## src/rtl/pipe_hazard_ctrl.sv

```systemverilog
// Pipeline hazard controller: load-use stall, branch flush, DRAM wait freeze,
// operand forwarding selects, stall statistics and DRAM timeout detection.
module pipe_hazard_ctrl #(
    parameter int LU_CYCLES   = 1,
    parameter int MEM_TIMEOUT = 255
) (
    input  logic        clk,
    input  logic        rst_n,
    input  logic [4:0]  id_rs1,
    input  logic [4:0]  id_rs2,
    input  logic        id_re1,
    input  logic        id_re2,
    input  logic [4:0]  ex_wR,
    input  logic        ex_rf_we,
    input  logic [1:0]  ex_wd_sel,
    input  logic [4:0]  mem_wR,
    input  logic [4:0]  wb_wR,
    input  logic        mem_rf_we,
    input  logic        wb_rf_we,
    input  logic        ex_br_taken,
    input  logic        mem_req,
    input  logic        mem_ack,
    output logic        pc_stall,
    output logic        if_id_stall,
    output logic        id_ex_stall,
    output logic        ex_mem_stall,
    output logic        if_id_flush,
    output logic        id_ex_flush,
    output logic [1:0]  fwd_a,
    output logic [1:0]  fwd_b,
    output logic [15:0] stall_cnt,
    output logic        mem_err
);

    typedef enum logic [1:0] {RUN, LU, MEMW} state_e;

    localparam logic [15:0] TMO = 16'(MEM_TIMEOUT);

    state_e      state_q, state_d, eff;
    logic        lu_pend_q, lu_pend_d;
    logic [15:0] wait_q, wait_d;
    logic        err_q, err_d;
    logic [15:0] scnt_q, scnt_d;
    logic        freeze, lu;

    assign freeze = mem_req & ~mem_ack;
    assign lu     = ex_rf_we & (ex_wd_sel == 2'b01) & (ex_wR != 5'd0) &
                    ((id_re1 & (id_rs1 == ex_wR)) | (id_re2 & (id_rs2 == ex_wR)));

    always_ff @(posedge clk or negedge rst_n) begin
        if (!rst_n) begin
            state_q   <= RUN;
            lu_pend_q <= 1'b0;
            wait_q    <= 16'd0;
            err_q     <= 1'b0;
            scnt_q    <= 16'd0;
        end else begin
            state_q   <= state_d;
            lu_pend_q <= lu_pend_d;
            wait_q    <= wait_d;
            err_q     <= err_d;
            scnt_q    <= scnt_d;
        end
    end

    always_comb begin
        pc_stall     = 1'b0;
        if_id_stall  = 1'b0;
        id_ex_stall  = 1'b0;
        ex_mem_stall = 1'b0;
        if_id_flush  = 1'b0;
        id_ex_flush  = 1'b0;
        state_d      = RUN;
        lu_pend_d    = 1'b0;
        wait_d       = wait_q;
        err_d        = err_q;
        // MEMW remembers an interrupted LU extension so it resumes on release
        eff = (state_q == MEMW) ? (lu_pend_q ? LU : RUN) : state_q;

        if (freeze) begin
            pc_stall     = 1'b1;
            if_id_stall  = 1'b1;
            id_ex_stall  = 1'b1;
            ex_mem_stall = 1'b1;
            state_d      = MEMW;
            lu_pend_d    = (eff == LU);
            if (state_q != MEMW)
                wait_d = 16'd1;
            else if (wait_q != 16'hFFFF)
                wait_d = wait_q + 16'd1;
            if (wait_d >= TMO)
                err_d = 1'b1;
        end else if (ex_br_taken) begin
            if_id_flush = 1'b1;
            id_ex_flush = 1'b1;
        end else if (eff == LU || lu) begin
            pc_stall    = 1'b1;
            if_id_stall = 1'b1;
            id_ex_flush = 1'b1;
            state_d     = (eff == RUN && LU_CYCLES == 2) ? LU : RUN;
        end

        scnt_d = (pc_stall && scnt_q != 16'hFFFF) ? scnt_q + 16'd1 : scnt_q;

        // outputs go quiet the instant reset asserts, independent of inputs
        if (!rst_n) begin
            pc_stall     = 1'b0;
            if_id_stall  = 1'b0;
            id_ex_stall  = 1'b0;
            ex_mem_stall = 1'b0;
            if_id_flush  = 1'b0;
            id_ex_flush  = 1'b0;
        end
    end

    always_comb begin
        fwd_a = 2'b00;
        fwd_b = 2'b00;
        if (mem_rf_we && mem_wR != 5'd0 && mem_wR == id_rs1)   fwd_a = 2'b01;
        else if (wb_rf_we && wb_wR != 5'd0 && wb_wR == id_rs1) fwd_a = 2'b10;
        if (mem_rf_we && mem_wR != 5'd0 && mem_wR == id_rs2)   fwd_b = 2'b01;
        else if (wb_rf_we && wb_wR != 5'd0 && wb_wR == id_rs2) fwd_b = 2'b10;
        if (!rst_n) begin
            fwd_a = 2'b00;
            fwd_b = 2'b00;
        end
    end

    assign stall_cnt = scnt_q;
    assign mem_err   = err_q;

endmodule

```

## config.mk

```make
export PLATFORM = sky130hd
export DESIGN_NAME = pipe_hazard_ctrl
export DESIGN_NICKNAME = d
export VERILOG_FILES = /design/src/rtl/pipe_hazard_ctrl.sv
export SDC_FILE = /design/constraint.sdc
export NUM_CORES = 1
export LEC_CHECK = 0
export ABC_AREA = 1
export CAP_MARGIN = 20
export CORE_MARGIN = 1.5
export CORE_UTILIZATION = 55
export DETAILED_ROUTE_END_ITERATION = 12
export PLACE_DENSITY = 0.86
export SKIP_CTS_REPAIR_TIMING = 1
export SLEW_MARGIN = 20
export SYNTH_ARGS = -nofsm -noshare
export SYNTH_HDL_FRONTEND = slang
export SYNTH_SLANG_ARGS = --single-unit
```

## constraint.sdc

```tcl
create_clock -name clk -period 3.9 [get_ports clk]
set_input_delay 0.585 -clock clk [delete_from_list [all_inputs] [get_ports clk]]
set_output_delay 0.585 -clock clk [all_outputs]
set_load 0.1 [all_outputs]
```

; ---- Word level (Yosys, flattened, before mapping)
; Cells that the tools add are included.
[classes]
n_addsub = 2
magnitude_cmp = 1
n_eq_ne = 12
mux = 25
bitwise = 8
reduce_logical = 12
[ops]
columns = operator, n
row1 = $mux W16, 3
row2 = $add A16 B1 Y16 const B, 2
row3 = $ne A16 B16 Y1 const B, 2
row4 = $eq A5 B5 Y1, 6
row5 = $ge A16 B8 Y1 const B, 1
row6 = $mux W2, 8
row7 = $reduce_bool A5 Y1, 3
row8 = $mux W1, 14
row9 = $logic_and A1 B1 Y1, 7
row10 = $and A1 B1 Y1, 6
row11 = $eq A2 B1 Y1 const B, 2
row12 = $eq A2 B2 Y1 const B, 1
row13 = $ne A2 B2 Y1 const B, 1
row14 = $reduce_and A2 Y1, 1
row15 = $logic_or A1 B1 Y1, 1
row16 = $not A1 Y1, 1
row17 = $or A1 B1 Y1, 1
[totals]
ff_bits = 36
inputBits = 37
output_inout_bits = 27
wordCells = 65

; ---- Depth between registers and ports, before layout
; Gate-level depths: netlist (run 1).
[logic_depth]
depth_word = 9
depth_mapped = 14
ltp_nobuf = 13

; ---- Worst setup path before layout (run 1)
; No wires, ideal clock.
[synth_path]
path_kind = input -> output
start = in mem_req
end = out pc_stall
arrival_ns = 3.344
required_ns = 3.315
slack_ns = -0.029
path_stages = 6
n_path_buf = 2
path_cell_list = inv_1 > nor2_1 > clkinv_1 > clkbuf_1 > a21oi_1 > buf_4
[synth_via]
elab_chain_len = 3
[synth_lines]
columns = element, line
row1 = start: declaration, 21  ; input logic mem_req,
row2 = $and A1 B1 Y1, 46  ; assign freeze = mem_req & ~mem_ack;
row3 = $mux W1 (2 in a row), --
row4 = end: declaration, 23  ; output logic pc_stall,
; No other way between the ends.

; ---- Final worst setup path (run 1)
[layout_path]
start = in id_rs2[4]
end = out pc_stall
[layout_via]
elab_chain_len = 9
[layout_lines]
columns = element, line
row1 = start: declaration, 10  ; input logic [4:0] id_rs2,
row2 = $eq A5 B5 Y1, 48  ; ((id_re1 & (id_rs1 == ex_wR)) | (id_re2 & (id_rs2 == ex_wR)));
row3 = $and A1 B1 Y1, 48
row4 = $or A1 B1 Y1, 48
row5 = $and A1 B1 Y1, 47  ; assign lu = ex_rf_we & (ex_wd_sel == 2'b01) & (ex_wR != 5'd0) &
row6 = $logic_or A1 B1 Y1, 96  ; end else if (eff == LU || lu) begin
row7 = $mux W1, 96
row8 = $mux W1, 93  ; end else if (ex_br_taken) begin
row9 = $mux W1, 80  ; if (freeze) begin
row10 = $mux W1, 106  ; if (!rst_n) begin
; No other way between the ends.

==> results of run 1 <==
[cell usage in the layout, fill, tap and decap left out, types with 2 or more instances in the layout]
cell type	netlist	layout
buf_12	0	5
inv_2	2	2
inv_1	47	47
xor2_1	16	16
nor4_1	4	4
or2_2	3	3
clkbuf_8	0	5
o22ai_1	2	2
xnor2_1	14	14
clkdlybuf4s50_1	0	52
buf_4	3	8
ha_1	2	2
nor2_1	52	52
nand2_1	134	134
bufinv_16	0	2
a22oi_1	2	2
clkinv_1	2	2
nand3b_1	3	3
dfrtp_1	35	35
nor2_4	3	3
nand4_1	6	6
nand3_1	52	52
o21ai_0	23	23
nor3_1	8	8
nand2_2	3	3
nand2_4	3	3
[worst paths after layout]
path	slack [ns]	endpoint	from
max	0.99	pc_stall	id_rs2[4]
min	0.33	wait_q[14]	rst_n
max reg2reg	1.82	mem_err	wait_q[0]
min reg2reg	0.47	mem_err	mem_err
max in group asynchronous	3.25	wait_q[5]	rst_n
min in group clk	0.47	mem_err	mem_err
[final cells by class]
type                            instances  area, um2  share of cell area
Clock buffer                            6      72.57             0.01979
Inverter                               51      191.4             0.05220
Timing Repair Buffer                   66      685.7              0.1870
Multi-Input combinational cell        339       1698              0.4630
Clock inverter                          2      60.06             0.01638
Sequential cell                        35      875.8              0.2388
Tap cell                               67      83.83             0.02286
[sequential cells by signal, indices dropped and copies added (netlist names)]
name	count
lu_pend_q	1
mem_err	1
stall_cnt	16
state_q	1
wait_q	16
[stage by stage]
step	hold slack, ns	setup slack, ns	area (um2)	power, mW
2_1_floorplan	0.2894	0.1265	2838	0.6846
3_3_place_gp	0.4570	1.032	3535	0.8112
3_5_place_dp	0.4538	1.003	3535	0.8173
4_1_cts	0.3491	0.9996	3667	1.215
5_1_grt	0.3719	0.8599	3667	1.263
6_report	0.3305	0.9886	3667	1.211
[metal layers]
layer / vias to the layer above / part of all wire
met5: - / 0
met3: 14 / 0.041
met4: 0 / 0.016
met1: 1434 / 0.46
li1: 1519 / -
met2: 63 / 0.49
[power groups by stage]
stage	Combinational, mW	Sequential [mW]	Clock [mW]
floorplan	0.127	0.557	0
detailed placement	0.387	0.430	0
global placement	0.381	0.430	0
finish	0.388	0.425	0.398
global route	0.412	0.431	0.420
CTS	0.388	0.424	0.403
[kinds of logic (layout without fill, tap and decap cells)]
logic type               Yosys count  count (layout)  synth area share
AO/OA/AOI/OAI                     33              33           0.06402
adder cells (fa/ha/maj)            2               2          0.008829
buffers and inverters             62             125           0.09316
flip-flops                        35              35            0.3091
AND/OR/NAND/NOR                  274             274            0.4322
XOR/XNOR                          30              30           0.09271
[critical path, cell delays in order]
cell and delay, ns:
clkdlybuf4s50_1 0.52, xor2_1 0.21, nor2_1 0.11, nand3_1 0.08, nand2_1 0.07, nand2_1 0.05
nand2_1 0.07, nand2_1 0.11, a21oi_2 0.29, buf_12 0.22
==> flow_summary.json, run 1 <==
{
  "outcome": "finished, final reports clean",
  "setup_viol": 0,
  "slew_viol_final": 0,
  "io_buffers": 63,
  "synth.top_cell.area_share": 0.3091,
  "track_usage": 0.2920,
  "firstDrtPassIters": 4,
  "rows": 25,
  "dieArea_mm2": 0.005592,
  "die_x_um": 74.78,
  "clockPowerShare": 0.329,
  "worst_setup_path_end_kind": "primary output",
  "switching_share": 0.3697,
  "fin_crit_sh": 0.7465,
  "gr-total-overflow": 0,
  "synth_area_mm2": 0.002834,
  "fillers": 381,
  "ff2ff_path_depth": 13,
  "drive_gt1_frac": 0.07615,
  "grt_pass1_wl_mm": 12.51,
  "crit_arrival_ns": 2.33,
  "cts_root_buffer": "clkbuf_8",
  "synth_edf_count": 0,
  "p_switching_mw": 0.4476,
  "synthTopCellsByCount": "134 x nand2_1, 52 x nand3_1, 52 x nor2_1, 47 x inv_1, 35 x dfrtp_1",
  "cap_violations": 0,
  "cts_inserted_buffers": 5,
  "stdcell_count": 566,
  "syn_to_final_growth_pct": 29.40,
  "period_minus_slack_ns": 2.911,
  "die_y_um": 74.78,
  "routedWlPerCell_um": 12.93,
  "yosysMostFrequentCell": "nand2_1",
  "grt-busiest-layer": "met2",
  "synth_top_area_cell": "dfrtp_1",
  "worstPathRequired_ns": 3.31,
  "wl_mm": 7.320,
  "fin_util": 0.7564,
  "finClkSkew_ns": 0.007194,
  "yosysSeqAreaShare": 0.3091,
  "viasPerCell": 5.353,
  "grt_max_degree": 37,
  "fmax_mhz": 343.5,
  "fp.coreArea_mm2": 0.004848,
  "worst_slew_pin_slew_ns": 0.9874,
  "cts_tree": "done",
  "hp-class": "in2async",
  "fin_nets": 537,
  "start_util": 0.5845,
  "yosys_warnings": 0,
  "place.gp.congestion": 0.9810,
  "post-dp-hpwl_mm": 5.667,
  "syn_area_per_cell_um2": 6.500,
  "met1_usage": 0.3842,
  "synth_area_leaders": "dfrtp_1 31%, nand2_1 18%, nand3_1 9.2%",
  "cts_max_path_buffers": 2,
  "drtIter0Drc": 156,
  "antenna_found_initial": 0,
  "syn_nets": 475,
  "max_slew_margin": 0.3397,
  "path_class": "in2out",
  "use_met2": 0.4831,
  "start_kind": "primary input",
  "use_met3": 0.06158,
  "io_pins": 64,
  "ir_drop_mv": 0.3038,
  "hold_viol": 0,
  "synth_flop_cell": "dfrtp_1",
  "grt_pass1_vias": 2771,
  "cts.clk_slew.worst_paths_ns": 0.07,
  "n_antenna_cell": 0,
  "critPathMaxFanout": 3,
  "power.internal_mw": 0.7632,
  "dp_cells": 558,
  "synth_seq_cells": 35,
  "rsz0062_at_grt": "no",
  "clock_latency_ns": 0.30,
  "ant_nets": 0,
  "clock-sinks": 35,
  "htree_levels": 2,
  "combPwrFrac": 0.320,
  "p_leak_nw": 1.736,
  "p_per_area_mw_per_mm2": 330.2,
  "drcViolationCount": 0,
  "p_seq_frac": 0.351,
  "dr_total_vias": 3030,
  "setup_tns_ns": 0,
  "async_flop_share": 1.000,
  "synth_cell_types": 33,
  "netlist_instances": 436
}
Note: power is estimated with default switching activity, not from simulation.
==> inputs of run 2 (changes only) <==
CORE_UTILIZATION = 51   (was 55)
PLACE_DENSITY = 0.81   (was 0.86)
clock period = 3 ns   (was 3.9 ns; I/O delays follow)
==> run 2 against run 1 <==
Effect of this change:
- wire length rose by 1.0%
- die area up 7.5%
- via count is 1.0% lower
- global-route usage is 3.1 points lower
- utilization decreased by 5.6 points
- design area hardly changed
- first-iteration DRC count rose by 7.7%
- sequential power increased by 30%
- register-to-register slack worse by 0.87 ns
- critical path type unchanged
- highest routed layer unchanged
==> flow_summary.json, run 2 (same netlist as run 1, synthesis figures left out) <==
{
  "outcome": "finished, final reports clean",
  "worstSetupStartpoint": "id_rs1[1]",
  "holdWs_ns": 0.2065,
  "cp_num_buf_inv": 2,
  "critPathSlowestCell": "clkdlybuf4s50_1",
  "cap_violations": 0,
  "ant_nets": 0,
  "wl_met3_um": 347,
  "antenna_found_initial": 0,
  "gr-total-overflow": 0,
  "max_slew_margin": 0.5832,
  "ir_drop_mv": 0.5752,
  "p_per_area_mw_per_mm2": 386.4,
  "htree_levels": 2,
  "die_y_um": 77.55,
  "cts.clk_slew.worst_paths_ns": 0.07,
  "met1Wirelength_mm": 3.245,
  "critPathMaxFanout": 4,
  "grt_pass1_vias": 2876,
  "cts_root_buffer": "clkbuf_8",
  "worst_slew_pin_slew_ns": 0.6252,
  "drcViolationCount": 0,
  "fp.coreArea_mm2": 0.005238,
  "crit_arrival_ns": 2.24,
  "grt_max_degree": 37,
  "io_buffers": 63,
  "cts_inserted_buffers": 5,
  "cp_cell_sequence": "clkdlybuf4s50_1 > nor2_1 > nor3_1 > nand3_1 > nand2_1 > nand2_1 > nand2_1 > nand2_1 > a21oi_2 > buf_12",
  "fmax_mhz": 372.0,
  "clock_latency_ns": 0.29,
  "ff2ff_path_depth": 9,
  "cts_max_path_buffers": 2,
  "die_x_um": 77.55,
  "worst_setup_path_end_kind": "primary output",
  "reg2reg_to": "stall_cnt[14]",
  "highest_layer": "met4",
  "place.gp.congestion": 0.9393,
  "fin_nets": 537,
  "track_usage": 0.2607,
  "post-dp-hpwl_mm": 5.659,
  "crit_path_max_incr_delay_ns": 0.58,
  "fillers": 441,
  "rows": 26,
  "drive_gt1_frac": 0.1182,
  "hold_viol": 0,
  "start_util": 0.5411,
  "path_class": "in2out",
  "cts_tree": "done",
  "period_minus_slack_ns": 2.688,
  "wl_met2_mm": 3.669,
  "dr_total_vias": 2999,
  "finClkSkew_ns": 0.006284,
  "worstPathRequired_ns": 2.55,
  "slew_viol_final": 0,
  "wl_mm": 7.395,
  "clock-sinks": 35,
  "dieArea_mm2": 0.006013,
  "setup_viol": 0,
  "setup_tns_ns": 0,
  "crit_top_cell": "nand2_1",
  "p_leak_nw": 1.764,
  "fin_crit_sh": 0.8961,
  "hp-class": "in2async",
  "r2r-start": "stall_cnt[1]",
  "start_kind": "primary input",
  "crit_family": "buffers and inverters",
  "io_pins": 64,
  "power_mw": 1.418,
  "n_antenna_cell": 0,
  "layout_commonest_cell": "nand2_1",
  "r2r_setup_slack_ns": 0.95,
  "routedWlPerCell_um": 13.00,
  "firstDrtPassIters": 5,
  "grt_pass1_wl_mm": 12.69,
  "syn_to_final_growth_pct": 29.49,
  "final_cell_mix": "134 x nand2_1, 52 x nand3_1, 51 x nor2_1",
  "drtIter0Drc": 168,
  "rsz0062_at_grt": "no",
  "viasPerCell": 5.271
}
[run 2: metal layers]
layer | track usage | up-vias
li1 | - | 1512
met1 | 0.3301 | 1388
met2 | 0.4439 | 85
met3 | 0.04941 | 14
met4 | 0.08909 | 0
met5 | 0 | -
[run 2: per-stage QoR]
stage / util / setup slack [ns] / area, um2 / std cells
6_report: 0.7007 / 0.3116 / 3670 / 569
5_1_grt: 0.7007 / 0.1878 / 3670 / 569
4_1_cts: 0.7007 / 0.3227 / 3670 / 569
3_5_place_dp: 0.6818 / 0.3267 / 3571 / 561
3_3_place_gp: 0.6818 / 0.3885 / 3571 / 561
2_1_floorplan: - / 0.02292 / 2850 / 436
[run 2: where the power goes]
| part | internal [mW] | switching (mW) |
|---|---|---|
| Clock | 0.187 | 0.183 |
| Sequential | 0.500 | 0.0504 |
| Combinational | 0.154 | 0.343 |
[run 2: worst max-delay path by stage]
stage | to | slack, ns | cells after the start
2_1_floorplan | pc_stall | 0.02 | 6
3_3_place_gp | pc_stall | 0.39 | 10
3_5_place_dp | pc_stall | 0.33 | 10
4_1_cts | pc_stall | 0.32 | 10
5_1_grt | if_id_stall | 0.19 | 10
6_report | pc_stall | 0.31 | 10
[run 2: layout make-up]
| cell class | instances | area, um2 | share of cell area |
|---|---|---|---|
| Multi-Input combinational cell | 339 | 1710 | 0.4661 |
| Sequential cell | 35 | 875.8 | 0.2387 |
| Timing Repair Buffer | 66 | 705.7 | 0.1923 |
| Inverter | 51 | 191.4 | 0.05217 |
| Tap cell | 70 | 87.58 | 0.02387 |
| Clock buffer | 6 | 82.58 | 0.02250 |
| Clock inverter | 2 | 16.27 | 0.004432 |
